### src/rtl/fetch_pkg.sv
// Shared types and defaults for the instruction-fetch stage.
package fetch_pkg;
  localparam int ADDR_W_DEF   = 8;
  localparam int INSN_W_DEF   = 15;
  localparam int RETIRE_CNT_W = 16;

  typedef enum logic [1:0] {
    S_IDLE = 2'd0,
    S_READ = 2'd1,
    S_HALT = 2'd2
  } fetch_state_t;
endpackage

### src/rtl/fetch_unit_if.sv
// Fetch-stage bus: phase levels, ROM port, branch/halt controls and fetch outputs.
// Optional macro FETCH_RETIRE_CNT_EN adds RETIRE_CNT.
interface fetch_unit_if
  import fetch_pkg::*;
#(
  parameter int ADDR_W = ADDR_W_DEF,
  parameter int INSN_W = INSN_W_DEF
);
  logic              PHASE_FT;
  logic              PHASE_WB;
  logic [INSN_W-1:0] ROM_DATA;
  logic              JUMP;
  logic [ADDR_W-1:0] JUMP_ADDR;
  logic              HALT;
  logic [ADDR_W-1:0] ROM_ADDR;
  logic [ADDR_W-1:0] PC;
  logic [INSN_W-1:0] IR;
  logic              IR_VALID;
  logic              HALTED;
`ifdef FETCH_RETIRE_CNT_EN
  logic [RETIRE_CNT_W-1:0] RETIRE_CNT;
`endif

  // fetch unit side
  modport master (
    input  PHASE_FT, PHASE_WB, ROM_DATA, JUMP, JUMP_ADDR, HALT,
`ifdef FETCH_RETIRE_CNT_EN
    output RETIRE_CNT,
`endif
    output ROM_ADDR, PC, IR, IR_VALID, HALTED
  );

  // clock generator / ROM / decode side
  modport slave (
    output PHASE_FT, PHASE_WB, ROM_DATA, JUMP, JUMP_ADDR, HALT,
`ifdef FETCH_RETIRE_CNT_EN
    input  RETIRE_CNT,
`endif
    input  ROM_ADDR, PC, IR, IR_VALID, HALTED
  );
endinterface

### src/rtl/fetch_unit_phase_edge_det.sv
// Rising-edge detector for a phase level that is synchronous to CLK.
module phase_edge_det (
  input  logic CLK,
  input  logic RESET,
  input  logic level,
  output logic rise
);
  logic level_q;

  // remember last cycle's level
  always_ff @(posedge CLK or posedge RESET) begin
    if (RESET) level_q <= 1'b0;
    else       level_q <= level;
  end

  assign rise = level & ~level_q;
endmodule

### src/rtl/fetch_unit.sv
// Instruction-fetch / program-counter stage of the 4-phase CPU.
// Optional macro FETCH_RETIRE_CNT_EN enables a saturating retire counter.
module fetch_unit
  import fetch_pkg::*;
#(
  parameter int                ADDR_W   = ADDR_W_DEF,
  parameter int                INSN_W   = INSN_W_DEF,
  parameter logic [ADDR_W-1:0] RESET_PC = '0
) (
  input logic         CLK,
  input logic         RESET,
  fetch_unit_if.master bus
);
  fetch_state_t      state, state_nxt;
  logic              ft_rise, wb_rise;
  logic              halted, capture, wb_take;
  logic [ADDR_W-1:0] pc;
  logic [INSN_W-1:0] ir;
  logic              ir_valid;

  phase_edge_det u_ft_edge (.CLK(CLK), .RESET(RESET), .level(bus.PHASE_FT), .rise(ft_rise));
  phase_edge_det u_wb_edge (.CLK(CLK), .RESET(RESET), .level(bus.PHASE_WB), .rise(wb_rise));

  assign halted  = (state == S_HALT);
  assign capture = (state == S_READ);
  // once halted, the whole stage is frozen until reset
  assign wb_take = wb_rise & ~halted;

  // state register
  always_ff @(posedge CLK or posedge RESET) begin
    if (RESET) state <= S_IDLE;
    else       state <= state_nxt;
  end

  // next state; a halting writeback overrides fetch start but a capture in S_READ still lands
  always_comb begin
    state_nxt = state;
    unique case (state)
      S_IDLE:  if (ft_rise) state_nxt = S_READ;
      S_READ:  state_nxt = S_IDLE;
      S_HALT:  state_nxt = S_HALT;
      default: state_nxt = S_IDLE;
    endcase
    if (wb_rise && bus.HALT) state_nxt = S_HALT;
  end

  // program counter: advance or redirect on writeback
  always_ff @(posedge CLK or posedge RESET) begin
    if (RESET)        pc <= RESET_PC;
    else if (wb_take) pc <= bus.JUMP ? bus.JUMP_ADDR : pc + ADDR_W'(1);
  end

  // instruction register; capture has priority over the writeback clear
  always_ff @(posedge CLK or posedge RESET) begin
    if (RESET) begin
      ir       <= '0;
      ir_valid <= 1'b0;
    end else if (capture) begin
      ir       <= bus.ROM_DATA;
      ir_valid <= 1'b1;
    end else if (wb_take) begin
      ir_valid <= 1'b0;
    end
  end

`ifdef FETCH_RETIRE_CNT_EN
  logic [RETIRE_CNT_W-1:0] retire_cnt;

  // count retired instructions, saturating
  always_ff @(posedge CLK or posedge RESET) begin
    if (RESET)                                        retire_cnt <= '0;
    else if (wb_take && ir_valid && retire_cnt != '1) retire_cnt <= retire_cnt + RETIRE_CNT_W'(1);
  end

  assign bus.RETIRE_CNT = retire_cnt;
`endif

  assign bus.ROM_ADDR = pc;
  assign bus.PC       = pc;
  assign bus.IR       = ir;
  assign bus.IR_VALID = ir_valid;
  assign bus.HALTED   = halted;
endmodule

### src/flat_wrapper.sv
// flat-port wrapper written by rule: the top's interface ports become plain ports
module fetch_unit_flat import fetch_pkg::*;
#(
  parameter int                ADDR_W   = ADDR_W_DEF,
  parameter int                INSN_W   = INSN_W_DEF,
  parameter logic [ADDR_W-1:0] RESET_PC = '0
)
  (CLK, RESET, bus_PHASE_FT, bus_PHASE_WB, bus_ROM_DATA, bus_JUMP, bus_JUMP_ADDR, bus_HALT, bus_ROM_ADDR, bus_PC, bus_IR, bus_IR_VALID, bus_HALTED);
  fetch_unit_if #(.ADDR_W(ADDR_W), .INSN_W(INSN_W)) bus_i ();
  input logic CLK;
  input logic RESET;
  input wire logic [$bits(bus_i.PHASE_FT)-1:0] bus_PHASE_FT;
  input wire logic [$bits(bus_i.PHASE_WB)-1:0] bus_PHASE_WB;
  input wire logic [$bits(bus_i.ROM_DATA)-1:0] bus_ROM_DATA;
  input wire logic [$bits(bus_i.JUMP)-1:0] bus_JUMP;
  input wire logic [$bits(bus_i.JUMP_ADDR)-1:0] bus_JUMP_ADDR;
  input wire logic [$bits(bus_i.HALT)-1:0] bus_HALT;
  output wire logic [$bits(bus_i.ROM_ADDR)-1:0] bus_ROM_ADDR;
  output wire logic [$bits(bus_i.PC)-1:0] bus_PC;
  output wire logic [$bits(bus_i.IR)-1:0] bus_IR;
  output wire logic [$bits(bus_i.IR_VALID)-1:0] bus_IR_VALID;
  output wire logic [$bits(bus_i.HALTED)-1:0] bus_HALTED;
  assign bus_i.PHASE_FT = bus_PHASE_FT;
  assign bus_i.PHASE_WB = bus_PHASE_WB;
  assign bus_i.ROM_DATA = bus_ROM_DATA;
  assign bus_i.JUMP = bus_JUMP;
  assign bus_i.JUMP_ADDR = bus_JUMP_ADDR;
  assign bus_i.HALT = bus_HALT;
  assign bus_ROM_ADDR = bus_i.ROM_ADDR;
  assign bus_PC = bus_i.PC;
  assign bus_IR = bus_i.IR;
  assign bus_IR_VALID = bus_i.IR_VALID;
  assign bus_HALTED = bus_i.HALTED;
  fetch_unit #(.ADDR_W(ADDR_W), .INSN_W(INSN_W), .RESET_PC(RESET_PC)) u_core (.CLK(CLK), .RESET(RESET), .bus(bus_i));
endmodule
### config.mk
export PLATFORM = sky130hd
export DESIGN_NAME = fetch_unit_flat
export DESIGN_NICKNAME = d
export VERILOG_FILES = /design/src/rtl/fetch_pkg.sv /design/src/rtl/fetch_unit_if.sv /design/src/rtl/fetch_unit_phase_edge_det.sv /design/src/rtl/fetch_unit.sv /design/src/flat_wrapper.sv
export SDC_FILE = /design/constraint.sdc
export NUM_CORES = 1
export LEC_CHECK = 0
export BUFFER_PORTS_ARGS = -buffer_cell sky130_fd_sc_hd__buf_2
export CORE_ASPECT_RATIO = 1.75
export CORE_MARGIN = 3
export CORE_UTILIZATION = 47
export CTS_BUF_LIST = sky130_fd_sc_hd__clkbuf_8
export CTS_CLUSTER_DIAMETER = 150
export DETAILED_ROUTE_END_ITERATION = 7
export GPL_TIMING_DRIVEN = 0
export PLACE_DENSITY = 0.81
export SLEW_MARGIN = 20
export SYNTH_ARGS = -nofsm -noshare
export SYNTH_HDL_FRONTEND = slang
export SYNTH_SLANG_ARGS = --single-unit
### constraint.sdc
create_clock -name CLK -period 1.45 [get_ports CLK]
set_clock_uncertainty 0.1 [all_clocks]
set_input_delay 0.145 -clock CLK [delete_from_list [all_inputs] [get_ports CLK]]
set_output_delay 0.145 -clock CLK [all_outputs]
set_load 0.01 [all_outputs]
== Word-level counts from Yosys, hierarchy flattened ==
Index checks and enable logic that the tools add are counted.

* $add $sub $neg: 1
* Equal/unequal tests: 3
* Muxes and demuxes: 6
* Bitwise logic cells: 6
* Reduce and logical (&&, ||, !) cells: 3

{| class="wikitable"
|+ Operators by type and width
! operator !! count
|-
| 8-bit by 1-bit adder with 8-bit output (second input constant) || 1
|-
| 8-bit two-way mux || 1
|-
| 2-bit two-way mux || 2
|-
| 2-bit one-hot mux with 2 select lines || 1
|-
| 1-bit bitwise AND || 3
|-
| 3-bit by 1-bit != test with 1-bit output (second input constant) || 1
|-
| 1-bit NOT || 3
|-
| 2-bit by 1-bit == test with 1-bit output (second input constant) || 1
|-
| 2-bit == test (second input constant) || 1
|-
| 2-bit logical NOT || 1
|-
| 1-bit two-way mux || 2
|-
| 2-bit nonzero test || 1
|-
| 1-bit logical AND || 1
|}

* Bits in registers: 28
* Bits of input ports: 29

== Logic depth before layout (Yosys ltp) ==
* Word-level depth: 5
* Mapped depth: 5

== By module ==
A second synthesis with hierarchy kept.

* Cell total of the unflattened synthesis: 115
* Area, all modules: 1373.8 µm²

{| class="wikitable"
|+ By module, submodules not included
! module !! times used !! cells an instance !! area each (µm²) !! sequential area each (µm²)
|-
| fetch_unit || 1 || 109 || 1288.7 || 650.6
|-
| phase_edge_det || 2 || 3 || 42.5 || 25.0
|}

== Least setup slack after synthesis ==
Ideal clock, no wire load.

* Kind: register to register
* From: register u_core.pc[2] (netlist: u_core.bus.PC[2])
* To: register u_core.pc[7] (netlist: u_core.bus.PC[7])
* Data arrival time: 1.133 ns
* Required time: 1.224 ns
* Slack: 0.091 ns
* Stages on the path, launching flop included: 5
* Period minus slack after synthesis: 1.359 ns
* Cells stage by stage: dfrtp_1 > and4_4 > nand3_2 > o32ai_2 > a21oi_1

* Word-level cells in the longest chain between the ends: 2

{| class="wikitable"
|+ Ends and longest elaborated chain
! element !! RTL line !! source
|-
| start, declared || fetch_unit.sv:17 || <nowiki>logic [ADDR_W-1:0] pc;</nowiki>
|-
| start signal, assigned || fetch_unit.sv:50 || <nowiki>else if (wb_take) pc <= bus.JUMP ? bus.JUMP_ADDR : pc + ADDR_W'(1);</nowiki>
|-
| 8-bit by 1-bit adder with 8-bit output || fetch_unit.sv:50 ||
|-
| 8-bit two-way mux || fetch_unit.sv:50 ||
|}

No other way between the ends.
A chain may end at the register's enable or synchronous reset.

== Worst setup path in the final report ==
* From: register u_core.pc[1] (netlist: u_core.bus.PC[1])
* To: register u_core.pc[4] (netlist: u_core.bus.PC[4])

The elaborated chain is that of the path after synthesis.

==> impl_metrics.json <==
{
  "fin_crit_sh": 0.946,
  "cts_buffer_depth": 2,
  "drc": 0,
  "cp-end-kind": "flip-flop",
  "vias_per_cell": 5.24,
  "maxCapViolCount": 0,
  "synth.most_common_cell": "dfrtp_1",
  "yosysWarnings": 0,
  "wirelength_um": 2900,
  "reg2reg_depth": 5,
  "fin_area_sq_um": 1770,
  "cts_tree": "yes",
  "ys_ff_latch": 28,
  "yosys.area.top_type_share": 0.535,
  "p_leak_uw": 0.000984,
  "place_area_sq_um": 1640,
  "yosys-top-cells-count": "dfrtp_1, mux2_2, a21oi_1, buf_4, nand2_1",
  "pin_count": 62,
  "grt_pass1_vias": 1115,
  "setup_viol_count_final": 0,
  "final_core_util": 0.686,
  "relSlewSlack": 0.356,
  "worst-path-max-fanout": 6,
  "dp_hpwl_um": 2240,
  "drive_gt1_frac": 0.569,
  "cts_sinks": 28,
  "hold_depth": 2,
  "antenna_found_initial": 0,
  "diodes": 0,
  "cts_buffers": 3,
  "chipHeight_um": 75.8,
  "grt_pass1_wl_um": 4560,
  "status": "finished clean",
  "grt_max_degree": 29,
  "peakVddDrop_mv": 0.645,
  "die_w_um": 45.9,
  "synth_area_sq_um": 1310,
  "start_kind": "flip-flop",
  "start_util": 0.507,
  "n_fill_cell": 195,
  "yosys-top-cells-area": "dfrtp_1, mux2_2, buf_4, a21oi_1, buf_6",
  "dpl_worst_slack_ns": -0.00575,
  "gp_congestion": 0.744,
  "finalHoldViolCount": 0,
  "cts-root-buf": "clkbuf_8",
  "power.density_nw_per_um2": 720,
  "drt_iter0_drc": 16,
  "clk_pin_slew_ns": 0.09,
  "synth_cell_types": 29,
  "hold_slack_ns": 0.00491,
  "areaGrowthSynthToFinish_pct": 35.4,
  "async_reset_ff_frac": 1.00,
  "die_area_sq_um": 3480,
  "fp.coreArea_sq_um": 2580,
  "hold_path_class": "in -> reg",
  "fmaxAchievable_ghz": 0.729,
  "rows": 24,
  "cp.required_ns": 1.53,
  "synthFlopType": "dfrtp_1",
  "seq_area_frac_synth": 0.535,
  "htree_levels": 1,
  "rsz0062_at_grt": "true",
  "syn_nets": 140,
  "synth_edf_count": 0,
  "clk_latency_ns": 0.27,
  "arrival_ns": 1.45,
  "firstDrtPassIters": 4,
  "groute.usage.overall": 0.178,
  "fin_crit_ns": 1.37,
  "synth.avg_cell_area_sq_um": 11.9,
  "wl_per_cell_um": 14.0,
  "grt-ovfl-total": 0,
  "synthCells": 110,
  "tightest_slew_ns": 0.961,
  "ant_nets": 0,
  "synth.largest_area_cell": "dfrtp_1",
  "port_buffers": 60,
  "vias": 1085,
  "setup_ws_ns": 0.0780,
  "criticalPathCategory": "reg -> reg",
  "slew_violations": 0,
  "nets": 213
}
placed cells by master (no fill, tap or decap), drive strengths merged:
master / instances
dfrtp: 28
a41o: 1
o22ai: 3
nand2: 7
clkinv: 2
nor4: 1
dlygate4sd3: 6
o32ai: 1
clkbuf: 3
buf: 74
nand4: 1
ha: 1
nor3: 1
nor2: 3
a21oi: 9
a31oi: 1
nand2b: 1
mux2i: 2
nor2b: 2
o21ai: 5
nand3: 4
mux2: 15
a21o: 3
and4b: 1
or3: 1
and4: 1
and2: 1
inv: 3
state kept, by name, summed over array words and instances (netlist names):
| name | count |
|---|---|
| u_core.u_wb_edge.level_q | 1 |
| u_core.bus.IR_VALID | 1 |
| u_core.u_ft_edge.level_q | 1 |
| u_core.bus.IR | 15 |
| u_core.bus.PC | 8 |
| u_core.state | 2 |
final timing paths:
path	slack [ns]	to	startpoint
worst max-delay path	0.08	u_core.bus.PC[4]$_DFFE_PP0P_	u_core.bus.PC[1]$_DFFE_PP0P_
worst min-delay path	0.005	u_core.bus.IR[8]$_DFFE_PP0P_	bus_ROM_DATA[8]
worst max register to register	0.08	u_core.bus.PC[4]$_DFFE_PP0P_	u_core.bus.PC[1]$_DFFE_PP0P_
worst min register to register	0.38	u_core.bus.IR_VALID$_DFFE_PP0P_	u_core.bus.IR_VALID$_DFFE_PP0P_
max in group asynchronous	0.34	u_core.bus.PC[2]$_DFFE_PP0P_	RESET
min in group asynchronous	0.43	u_core.bus.IR[3]$_DFFE_PP0P_	RESET
cell type report:
cell class                 instances  area (sq um)  area share
buffer                            12           101      0.0572
clock buffer                       3          41.3      0.0233
inverter                           5          18.8      0.0106
multi-input combinational         65           498       0.281
sequential                        28           704       0.398
tap                               26          32.5      0.0184
timing repair buffer              68           375       0.212
what timing repair did:
item                       CTS  global route
cloned                       0             0
pin swaps                    0             1
hold endpoints to repair     5            28
setup buffers                1             1
gates resized for setup      1             5
hold buffers                 5             1
setup endpoints to repair   10             9
layer usage:
metal | share of wire | track usage
met5 | 0 | 0
met4 | 0.016 | 0.0759
met3 | 0.066 | 0.0189
met2 | 0.57 | 0.342
met1 | 0.35 | 0.185
power breakdown:
part / switching [uW] / internal, uW / total [uW]
Combinational: 40.7 / 47.2 / 87.9
Sequential: 1.03 / 783 / 784
Clock: 218 / 186 / 404
Total: 259 / 1020 / 1280
metrics by stage:
step	power (uW)	instances	TNS [ns]
finish	1280	207	0
global route	1330	207	-0.0183
CTS	1290	205	0
detailed placement	876	196	-0.00575
global placement	872	196	0
floorplan	832	110	0
cell families after synthesis:
logic type	after synthesis	synth area share
buffers and inverters	17	0.0918
adders and majority gates	1	0.00956
DFF	28	0.535
AOI/OAI and AO/OA	23	0.110
muxes	17	0.144
and+or+nand+nor	24	0.109
worst max-delay path: stages, from the launching register on:
cell and delay (ns):
dfrtp_1 0.43, ha_2 0.23, nand3_2 0.12, nand3_1 0.10, o21ai_0 0.09, nor3_1 0.21
Power figures use the tool's default switching activity.
